## src/rtl/br_checkpoint_stack_pkg.sv

```systemverilog
// Shared sizes, types and helpers for the branch checkpoint stack.
package br_checkpoint_stack_pkg;

  localparam int BR_DEPTH  = 5;
  localparam int ARCH_REGS = 32;
  localparam int PREG_W    = 6;
  localparam int FL_PTR_W  = 5;
  localparam int CNT_W     = $clog2(BR_DEPTH + 1);
  localparam int IDX_W     = (BR_DEPTH > 1) ? $clog2(BR_DEPTH) : 1;

  typedef logic [BR_DEPTH-1:0]         br_mask_t;
  typedef logic [ARCH_REGS*PREG_W-1:0] map_img_t;
  typedef logic [FL_PTR_W-1:0]         fl_ptr_t;

  typedef struct packed {
    map_img_t mt;
    fl_ptr_t  fl_head;
    br_mask_t parent;
  } checkpoint_t;

  // One-hot tag to slot index; a zero or multi-hot input is never used downstream.
  function automatic logic [IDX_W-1:0] oh_to_idx(input br_mask_t m);
    logic [IDX_W-1:0] idx;
    idx = '0;
    for (int i = 0; i < BR_DEPTH; i++) begin
      if (m[i]) idx = idx | IDX_W'(i);
    end
    return idx;
  endfunction

  function automatic logic [CNT_W-1:0] popcnt(input br_mask_t m);
    logic [CNT_W-1:0] cnt;
    cnt = '0;
    for (int i = 0; i < BR_DEPTH; i++) begin
      cnt = cnt + CNT_W'(m[i]);
    end
    return cnt;
  endfunction

endpackage

```

## src/rtl/br_checkpoint_stack_tag_alloc.sv

```systemverilog
// Finds the lowest free tag in a live-tag mask.
module br_checkpoint_stack_tag_alloc #(
  parameter int W  = 5,
  parameter int IW = (W > 1) ? $clog2(W) : 1
) (
  input  logic [W-1:0]  mask_i,
  output logic [W-1:0]  tag_o,
  output logic [IW-1:0] idx_o,
  output logic          any_free_o
);

  // Priority scan from bit 0 upward; first zero wins.
  always_comb begin
    tag_o      = '0;
    idx_o      = '0;
    any_free_o = 1'b0;
    for (int i = 0; i < W; i++) begin
      if (!mask_i[i] && !any_free_o) begin
        tag_o[i]   = 1'b1;
        idx_o      = IW'(i);
        any_free_o = 1'b1;
      end
    end
  end

endmodule

```

## src/rtl/br_checkpoint_stack.sv

```systemverilog
// Branch checkpoint stack: tag allocation, map/free-list snapshots, squash and recovery.
module br_checkpoint_stack
  import br_checkpoint_stack_pkg::*;
(
  input  logic                          clk,
  input  logic                          rst,
  input  logic                          br_disp_i,
  input  logic [ARCH_REGS*PREG_W-1:0]   bak_mt_data_i,
  input  logic [FL_PTR_W-1:0]           bak_fl_head_i,
  input  logic                          br_rslv_valid_i,
  input  logic                          br_rslv_wrong_i,
  input  logic [BR_DEPTH-1:0]           br_rslv_tag_i,
  output logic [BR_DEPTH-1:0]           br_tag_o,
  output logic [BR_DEPTH-1:0]           br_mask_o,
  output logic [BR_DEPTH-1:0]           br_clr_bit_o,
  output logic [BR_DEPTH-1:0]           squash_mask_o,
  output logic                          rc_valid_o,
  output logic [ARCH_REGS*PREG_W-1:0]   rc_mt_data_o,
  output logic [FL_PTR_W-1:0]           rc_fl_head_o,
  output logic                          full_o,
  output logic [CNT_W-1:0]              free_cnt_o
);

  br_mask_t         r_mask;
  checkpoint_t      r_ckpt [BR_DEPTH];

  br_mask_t         w_alloc_tag;
  logic [IDX_W-1:0] w_alloc_idx;
  logic             w_any_free;
  logic             w_full;
  logic             w_rslv_ok;
  logic             w_correct;
  logic             w_wrong;
  logic             w_disp_ok;
  logic [IDX_W-1:0] w_rslv_idx;
  br_mask_t         w_clr_tag;
  br_mask_t         w_younger;
  checkpoint_t      w_sel_ckpt;

  br_checkpoint_stack_tag_alloc #(.W(BR_DEPTH), .IW(IDX_W)) u_tag_alloc (
    .mask_i     (r_mask),
    .tag_o      (w_alloc_tag),
    .idx_o      (w_alloc_idx),
    .any_free_o (w_any_free)
  );

  // Qualify the resolution (live, one-hot) and the dispatch; build all same-cycle outputs.
  always_comb begin
    w_full     = &r_mask;
    w_rslv_ok  = ~rst & br_rslv_valid_i & $onehot(br_rslv_tag_i) & (|(br_rslv_tag_i & r_mask));
    w_correct  = w_rslv_ok & ~br_rslv_wrong_i;
    w_wrong    = w_rslv_ok & br_rslv_wrong_i;
    // A raw wrong resolution flushes the front end even if the tag turns out to be bogus.
    w_disp_ok  = ~rst & br_disp_i & ~w_full & w_any_free & ~(br_rslv_valid_i & br_rslv_wrong_i);
    w_rslv_idx = oh_to_idx(br_rslv_tag_i);
    w_clr_tag  = w_correct ? br_rslv_tag_i : '0;
    w_sel_ckpt = r_ckpt[w_rslv_idx];
    w_younger  = '0;
    for (int i = 0; i < BR_DEPTH; i++) begin
      w_younger[i] = r_mask[i] & (|(r_ckpt[i].parent & br_rslv_tag_i));
    end

    br_tag_o      = w_disp_ok ? w_alloc_tag : '0;
    br_clr_bit_o  = w_clr_tag;
    rc_valid_o    = w_wrong;
    rc_mt_data_o  = w_wrong ? w_sel_ckpt.mt : '0;
    rc_fl_head_o  = w_wrong ? w_sel_ckpt.fl_head : '0;
    squash_mask_o = w_wrong ? (br_rslv_tag_i | w_younger) : '0;
    br_mask_o     = r_mask;
    full_o        = w_full;
    free_cnt_o    = CNT_W'(BR_DEPTH) - popcnt(r_mask);
  end

  // Live-tag mask: restore parent on mispredict, else retire cleared tag and add new one.
  always_ff @(posedge clk) begin
    if (rst) begin
      r_mask <= '0;
    end else if (w_wrong) begin
      r_mask <= w_sel_ckpt.parent;
    end else begin
      r_mask <= (r_mask & ~w_clr_tag) | (w_disp_ok ? w_alloc_tag : '0);
    end
  end

  // Checkpoint slots: drop cleared tag from every parent, then capture the dispatching branch.
  always_ff @(posedge clk) begin
    if (rst) begin
      for (int i = 0; i < BR_DEPTH; i++) begin
        r_ckpt[i] <= '0;
      end
    end else begin
      for (int i = 0; i < BR_DEPTH; i++) begin
        r_ckpt[i].parent <= r_ckpt[i].parent & ~w_clr_tag;
      end
      if (w_disp_ok) begin
        r_ckpt[w_alloc_idx] <= '{mt: bak_mt_data_i, fl_head: bak_fl_head_i,
                                 parent: r_mask & ~w_clr_tag};
      end
    end
  end

endmodule

```

## config.mk

```make
export PLATFORM = sky130hd
export DESIGN_NAME = br_checkpoint_stack
export DESIGN_NICKNAME = d
export VERILOG_FILES = /design/src/rtl/br_checkpoint_stack_pkg.sv /design/src/rtl/br_checkpoint_stack_tag_alloc.sv /design/src/rtl/br_checkpoint_stack.sv
export SDC_FILE = /design/constraint.sdc
export NUM_CORES = 2
export LEC_CHECK = 0
export BUFFER_PORTS_ARGS = -buffer_cell sky130_fd_sc_hd__buf_2
export CORE_ASPECT_RATIO = 1.2
export CORE_UTILIZATION = 52
export DETAILED_ROUTE_END_ITERATION = 10
export PLACE_DENSITY_LB_ADDON = 0.2
export SETUP_SLACK_MARGIN = 0.4
export SLEW_MARGIN = 10
export SYNTH_ARGS = -nofsm -noshare
export SYNTH_HDL_FRONTEND = slang
export SYNTH_SLANG_ARGS = --single-unit
```

## constraint.sdc

```tcl
create_clock -name clk -period 8.3 [get_ports clk]
set_input_delay 2.075 -clock clk [delete_from_list [all_inputs] [get_ports clk]]
set_output_delay 2.075 -clock clk [all_outputs]
set_load 0.05 [all_outputs]
```

# Word level (Yosys, flattened, before mapping)
# Memory sizes are Yosys's and may differ from the RTL's.
# Index checks and enable logic that the tools add are counted.
# Widths: inputs -> output; s select.
# classes
eq_ne,1
n_reduce_logical,18
n_bitwise,39
addsub,9
muxes,34
# op_table
operator,count
$mux 192,1
$and 5x5->5,12
$mux 5,10
$reduce_or 5->1,6
$mux 1,17
$and 1x1->1,15
$or 5x5->5,2
$add 3x1->3,3
$mux 2,4
$logic_not 1->1,7
$add 1x1->2,3
$mux 3,2
$not 5->5,1
$or 1x1->1,5
$reduce_and 5->1,1
$logic_and 1x1->1,4
$not 1->1,4
$add 2x1->3,1
$add 2x2->3,1
$eq 3x1->1 const B,1
$sub 3x3->3 const A,1
# totals
wordCells,103
mem_bits_rw,1010
input_bits,207
register_bits,5
memories,1
# memory_table
memory,depth,word_bits,rd,rd_clocked_by_memory_dff,wr,line_no,source
r_ckpt,5,202,6,0,6,br_checkpoint_stack.sv:25,checkpoint_t r_ckpt [BR_DEPTH];

# Longest topological paths before layout
# logic_depth
ltp_word,17
depth_mapped,14
ltp_nobuf,10

# Modules after synthesis
# Synthesis repeated with hierarchy kept, for this count alone.
# unflattened
hier_cells,4385
area_unflattened_um2,69107.5
# modules_own_cells
mod,seq_area_each_um2,area_each_um2,instances,cells_each
br_checkpoint_stack,48376.4,69045.0,1,4372
br_checkpoint_stack_tag_alloc,0.0,62.6,1,13

# Worst setup path after synthesis
# Ideal clock, no wire load.
# synth_timing
path_type,input to output
startpoint,in br_rslv_tag_i[1]
endpoint,out rc_mt_data_o[119]
arrival_time_ns,5.983
path_stages,14
path_buffers,6
t_required_ns,6.225
slack_ns,0.242
cell_sequence,buf_2 > clkbuf_1 > clkbuf_1 > inv_1 > fa_1 > fa_1 > inv_1 > ha_1 > or4_4 > a211o_1 > buf_2 > buf_6 > buf_4 > a21oi_1
# synth_via
elab_chain_len,8
# synth_rtl
item,line_no,source
"start, declared",br_checkpoint_stack.sv:12,"input logic [BR_DEPTH-1:0] br_rslv_tag_i,"
$add 1x1->2 (not written as such),br_checkpoint_stack.sv:50,w_rslv_ok = ~rst & br_rslv_valid_i & $onehot(br_rslv_tag_i) & (|(br_rslv_tag_i & r_mask));
$add 2x2->3 (not written as such),br_checkpoint_stack.sv:50,
$add 3x1->3 (not written as such),br_checkpoint_stack.sv:50,
$eq 3x1->1,br_checkpoint_stack.sv:50,
$and 1x1->1 (2 in a row),br_checkpoint_stack.sv:50,
$and 1x1->1,br_checkpoint_stack.sv:52,w_wrong = w_rslv_ok & br_rslv_wrong_i;
$mux 192 *,br_checkpoint_stack.sv:66,rc_mt_data_o = w_wrong ? w_sel_ckpt.mt : '0;
"end, declared",br_checkpoint_stack.sv:18,"output logic [ARCH_REGS*PREG_W-1:0] rc_mt_data_o,"
# Mark *: on every way between the ends. The rest lies on a longest branch, timed or not.

# Worst setup path in the final report
# layout_timing
startpoint,in br_rslv_tag_i[3]
endpoint,out rc_mt_data_o[78]
# The elaborated chain is that of the path after synthesis.

==> report_table.html <==
<table>
<tr><th>Metric</th><th>Value</th></tr>
<tr><th colspan="2">Status</th></tr>
<tr><td>Result of the run</td><td>finished, final reports clean</td></tr>
<tr><th colspan="2">Hold path</th></tr>
<tr><td>Hold EP</td><td>r_ckpt[0][0]$_DFF_P_</td></tr>
<tr><td>Number of cells on the worst hold path</td><td>1</td></tr>
<tr><td>Worst hold path type</td><td>flip-flop to flip-flop</td></tr>
<tr><td>Worst Min Path Start</td><td>r_ckpt[0][0]$_DFF_P_</td></tr>
<tr><th colspan="2">Drt</th></tr>
<tr><td>Number of violations reported at the end of detailed-routing iteration 0</td><td>3,655</td></tr>
<tr><td>Per-cell via count in the routed design</td><td>5.63</td></tr>
<tr><td>Post-DR wirelength/cell</td><td>roughly 24 um</td></tr>
<tr><td>Detailed Route WL</td><td>174,000 um</td></tr>
<tr><td>Routed Antenna Nets</td><td>0</td></tr>
<tr><td>Drc violations</td><td>0</td></tr>
<tr><td>Vias after detailed routing</td><td>roughly 40k</td></tr>
<tr><td>First-pass iteration count of the detailed router</td><td>7</td></tr>
<tr><th colspan="2">Cells and area</th></tr>
<tr><td>Total number of nets in the final design</td><td>5,472</td></tr>
<tr><td>Growth of design area from synthesis to finish</td><td>16.3%</td></tr>
<tr><td>Fraction of layout instances using a drive strength above 1</td><td>0.186</td></tr>
<tr><th colspan="2">Power</th></tr>
<tr><td>Max IR drop VDD</td><td>between 0.15 and 0.2 mV</td></tr>
<tr><td>Cell-internal power</td><td>13.8 mW</td></tr>
<tr><td>Leakage Power</td><td>30.9 nW</td></tr>
<tr><td>Clk pwr share</td><td>0.393</td></tr>
<tr><td>Power density cells</td><td>approximately 220 nW/um2</td></tr>
<tr><td>Register share of total power</td><td>0.539</td></tr>
<tr><td>Switching power</td><td>roughly 4 mW</td></tr>
<tr><td>Combinational Power Share</td><td>0.068</td></tr>
<tr><td>Switching share of power</td><td>0.222</td></tr>
<tr><td>Post-route total power</td><td>17.8 mW</td></tr>
<tr><th colspan="2">Setup path</th></tr>
<tr><td>Crit end category</td><td>output pin</td></tr>
<tr><td>Arrival time of the worst setup path</td><td>around 5.6 ns</td></tr>
<tr><td>Register-to-Register Setup Slack</td><td>about 4.2 ns</td></tr>
<tr><td>Endpoint of the worst register-to-register path</td><td>r_ckpt[1][56]$_DFFE_PP_</td></tr>
<tr><td>Critical Setup Path Class</td><td>input pin to output pin</td></tr>
<tr><td>Worst path depth</td><td>11</td></tr>
<tr><td>Maximum net fanout on the critical path</td><td>101</td></tr>
<tr><td>Startpoint of the most critical register-to-register path</td><td>br_mask_o[0]$_SDFF_PP0_</td></tr>
<tr><td>CP Buf/Inv Count</td><td>5</td></tr>
<tr><td>Critical path launch point type</td><td>input pin</td></tr>
<tr><td>Path depth of the worst reg2reg path</td><td>5</td></tr>
<tr><td>Kind of cell adding the most delay to the critical path</td><td>adder cells</td></tr>
<tr><td>Worst stage delay on the critical path</td><td>0.56 ns</td></tr>
<tr><td>CP cell instances</td><td>buf_2 -&gt; inv_1 -&gt; fa_1 -&gt; fa_1 -&gt; inv_1 -&gt; ha_1 -&gt; or4_4 -&gt; a211o_4 -&gt; buf_12 -&gt; a21oi_1 -&gt; buf_2</td></tr>
<tr><td>Worst-path cell with the longest stage delay</td><td>or4_4</td></tr>
<tr><td>Endpoint required time on the critical path</td><td>approximately 6.2 ns</td></tr>
<tr><th colspan="2">Floorplanning</th></tr>
<tr><td>Cell row count</td><td>roughly 150</td></tr>
<tr><td>Starting density of the core</td><td>0.524</td></tr>
<tr><td>I/O pin cnt</td><td>around 430</td></tr>
<tr><td>Area of the die</td><td>134,000 um2</td></tr>
<tr><td>Chip height</td><td>approximately 400 um</td></tr>
<tr><td>Width of the die</td><td>335 um</td></tr>
<tr><td>Placeable core area</td><td>132,000 um2</td></tr>
<tr><th colspan="2">STA</th></tr>
<tr><td>Post-route worst hold slack</td><td>0.478 ns</td></tr>
<tr><td>Period Utilization, post-route</td><td>0.919</td></tr>
<tr><td>Setup violators final</td><td>0</td></tr>
<tr><td>Hold violation count in the final report</td><td>0</td></tr>
<tr><td>Unrepaired setup endpoints after global routing</td><td>false</td></tr>
<tr><td>Layout Skew</td><td>0.0224 ns</td></tr>
<tr><td>Max-slew violations</td><td>0</td></tr>
<tr><td>Total negative setup slack</td><td>0 ns</td></tr>
<tr><td>Pin slew with the least headroom to its limit</td><td>1.21 ns</td></tr>
<tr><td>Max_slew headroom</td><td>0.194</td></tr>
<tr><td>F_max</td><td>131 MHz</td></tr>
<tr><td>Shortest clock period the worst path allows after layout</td><td>7.63 ns</td></tr>
<tr><th colspan="2">GRT</th></tr>
<tr><td>Met2 global-route usage</td><td>0.418</td></tr>
<tr><td>Global-route track usage on met3</td><td>0.0593</td></tr>
<tr><td>Most heavily used metal layer in global routing</td><td>met2</td></tr>
<tr><td>First-pass GRT wire length</td><td>approximately 260,000 um</td></tr>
<tr><td>Congestion Overflow GR</td><td>0</td></tr>
<tr><td>Number of global-route vias before repair</td><td>40.6k</td></tr>
<tr><td>Largest net degree at the start of global routing</td><td>141</td></tr>
<tr><td>Initial antenna violation count</td><td>53</td></tr>
<tr><td>All-Layer GR Usage</td><td>0.259</td></tr>
<tr><td>Met1 track utilization from global routing</td><td>0.346</td></tr>
<tr><th colspan="2">Place</th></tr>
<tr><td>Count of input and output buffers</td><td>428</td></tr>
<tr><td>HPWL after detailed placement</td><td>97,600 um</td></tr>
<tr><td>Last weighted congestion value of the routability-driven placer</td><td>0.884</td></tr>
<tr><th colspan="2">Synthesis</th></tr>
<tr><td>Area fraction of the dominant cell type after synthesis</td><td>0.691</td></tr>
<tr><td>Synth Register Bits</td><td>1,621</td></tr>
<tr><td>Area leader, netlist</td><td>edfxtp_1</td></tr>
<tr><td>Number of enable-type register cells in the synthesized netlist</td><td>1,591</td></tr>
<tr><td>Average cell area after synthesis</td><td>15.9 um2</td></tr>
<tr><td>Cell count after synthesis</td><td>~4.3k</td></tr>
<tr><td>Async SR Flop Fraction</td><td>0</td></tr>
<tr><td>Number of library cell types mapped by synthesis</td><td>53</td></tr>
<tr><td>Most area-consuming cells after synthesis</td><td>edfxtp_1, and2_1, mux4_2</td></tr>
<tr><td>Mapped Area</td><td>69,200 um2</td></tr>
<tr><td>Sequential area share after synthesis</td><td>0.699</td></tr>
<tr><td>Prevailing post-synth register cell</td><td>edfxtp_1</td></tr>
<tr><td>Number of warnings reported in the yosys synthesis log</td><td>0</td></tr>
<tr><th colspan="2">Clock tree</th></tr>
<tr><td>Clk sinks</td><td>roughly 1.6k</td></tr>
<tr><td>Number of buffers created by CTS</td><td>between 150 and 200</td></tr>
<tr><td>CTS resizes</td><td>0</td></tr>
<tr><td>Clock tree from TritonCTS</td><td>yes</td></tr>
<tr><td>Total number of H-tree levels</td><td>4</td></tr>
<tr><td>Maximum buffer depth of the clock tree</td><td>3</td></tr>
<tr><td>Clock root cell</td><td>clkbuf_16</td></tr>
<tr><td>Clock-pin slew on the worst setup and hold paths</td><td>0.06 ns</td></tr>
<tr><td>Hold Buf Count CTS</td><td>0</td></tr>
<tr><td>Total setup buffers inserted after CTS</td><td>0</td></tr>
<tr><td>Insertion delay to the later sink of the worst-skew pair</td><td>0.80 ns</td></tr>
<tr><th colspan="2">Flow run</th></tr>
<tr><td>Maximum capacitance violations</td><td>0</td></tr>
</table>
[final cells by class]
class | instances | area [um2]
Fill cell | 10100 | 51400
Sequential cell | 1621 | 48400
Multi-Input combinational cell | 2963 | 21700
Clock buffer | 210 | 4260
Timing Repair Buffer | 496 | 3110
Tap cell | 1776 | 2220
Clock inverter | 79 | 721
Inverter | 16 | 71.3
Antenna cell | 23 | 57.6
[sequential cells by signal, indices dropped and copies added, names as in the netlist]
name       count
r_ckpt      1616
br_mask_o      5
[cells in the mapped netlist, drive strengths merged (3+ instances only)]
master	n
or3b	9
inv	14
clkbuf	202
and3	3
mux4	197
nand2	214
dfxtp	30
a211o	199
o311ai	4
fa	3
and2	986
nand3b	4
a21oi	230
nor3b	5
o21ai	22
nor3	4
o31ai	3
a22o	10
nand2b	3
edfxtp	1591
nand3	3
o31a	3
or2	5
a311oi	3
nor2	21
ha	5
nor4	3
mux2i	205
buf	146
a221oi	199
[cells by family (layout without fill, tap and decap cells)]
logic type               count (synthesis)  after routing  share of synthesized area
adder cells (fa/ha/maj)                  8              8                    0.00177
flip-flops                            1621           1621                      0.699
other                                    1            629                  0.0000542
XOR/XNOR                                 1              1                   0.000127
buffers and inverters                  364            801                     0.0251
AO/OA/AOI/OAI                          679            679                     0.0724
AND/OR/NAND/NOR                       1265           1265                      0.107
multiplexers                           404            404                     0.0941
[cells in the final DEF (no fill, tap or decap), types with 4 or more instances in the layout]
| cell | Yosys | layout |
|---|---|---|
| edfxtp_1 | 1591 | 1591 |
| and2_1 | 986 | 986 |
| conb_1 | 1 | 606 |
| buf_2 | 65 | 423 |
| nand2_1 | 213 | 211 |
| mux2i_1 | 205 | 205 |
| a211o_1 | 199 | 198 |
| a221oi_1 | 198 | 198 |
| mux4_2 | 197 | 197 |
| clkbuf_16 | 0 | 162 |
| a21oi_1 | 229 | 158 |
| a21oi_2 | 1 | 72 |
| clkbuf_1 | 202 | 45 |
| clkinv_1 | 0 | 39 |
| buf_4 | 26 | 37 |
| buf_12 | 0 | 34 |
| dfxtp_1 | 30 | 30 |
| diode_2 | 0 | 23 |
| o21ai_0 | 22 | 22 |
| nor2_1 | 20 | 19 |
| clkinv_2 | 1 | 16 |
| inv_1 | 13 | 13 |
| bufinv_16 | 0 | 11 |
| inv_6 | 0 | 10 |
| a22o_1 | 10 | 10 |
| or3b_2 | 9 | 9 |
| or2_4 | 0 | 5 |
| nor3b_1 | 5 | 5 |
| ha_1 | 5 | 5 |
| o311ai_0 | 4 | 4 |
| nand3b_1 | 4 | 4 |
[through the flow]
step                      instances  setup WS [ns]  utilization  instance area [um2]
final                          7184          0.672        0.610                80500
after detailed placement       6872          0.806        0.572                75400
after global placement         6872          0.961        0.572                75400
after global routing           7169          0.685        0.610                80400
after floorplan                4948          0.242            -                71700
after CTS                      7161          0.806        0.610                80400
[metal layers]
layer	vias up	part of all wire
met2	1473	0.48
met3	310	0.081
met1	20700	0.41
met5	-	0.0017
li1	17900	-
met4	46	0.028
[power by group through the flow]
stage	Combinational, mW	Clock, mW	Sequential (mW)
2_1_floorplan	0.723	0	9.74
3_3_place_gp	1.20	0	9.73
3_5_place_dp	1.20	0	9.76
4_1_cts	1.20	7.12	9.59
5_1_grt	1.29	7.39	9.62
6_report	1.20	7.00	9.59
[worst reg2reg max path, stage by stage, from the launching register on]
cell and delay [ns]:
dfxtp_1 0.69, inv_1 0.16, nor4_4 0.70, buf_4 0.66, or2_4 0.85, buf_12 0.54
[how the worst max path moves through the flow]
| stage | slack [ns] | to | start |
|---|---|---|---|
| after global routing | 0.69 | rc_mt_data_o[48] | br_rslv_tag_i[0] |
| after CTS | 0.81 | rc_mt_data_o[78] | br_rslv_tag_i[3] |
| after floorplan | 0.24 | rc_mt_data_o[119] | br_rslv_tag_i[1] |
| final | 0.67 | rc_mt_data_o[78] | br_rslv_tag_i[3] |
| after global placement | 0.96 | rc_mt_data_o[78] | br_rslv_tag_i[3] |
| after detailed placement | 0.81 | rc_mt_data_o[78] | br_rslv_tag_i[3] |
Note: power is estimated with default switching activity, not from simulation.
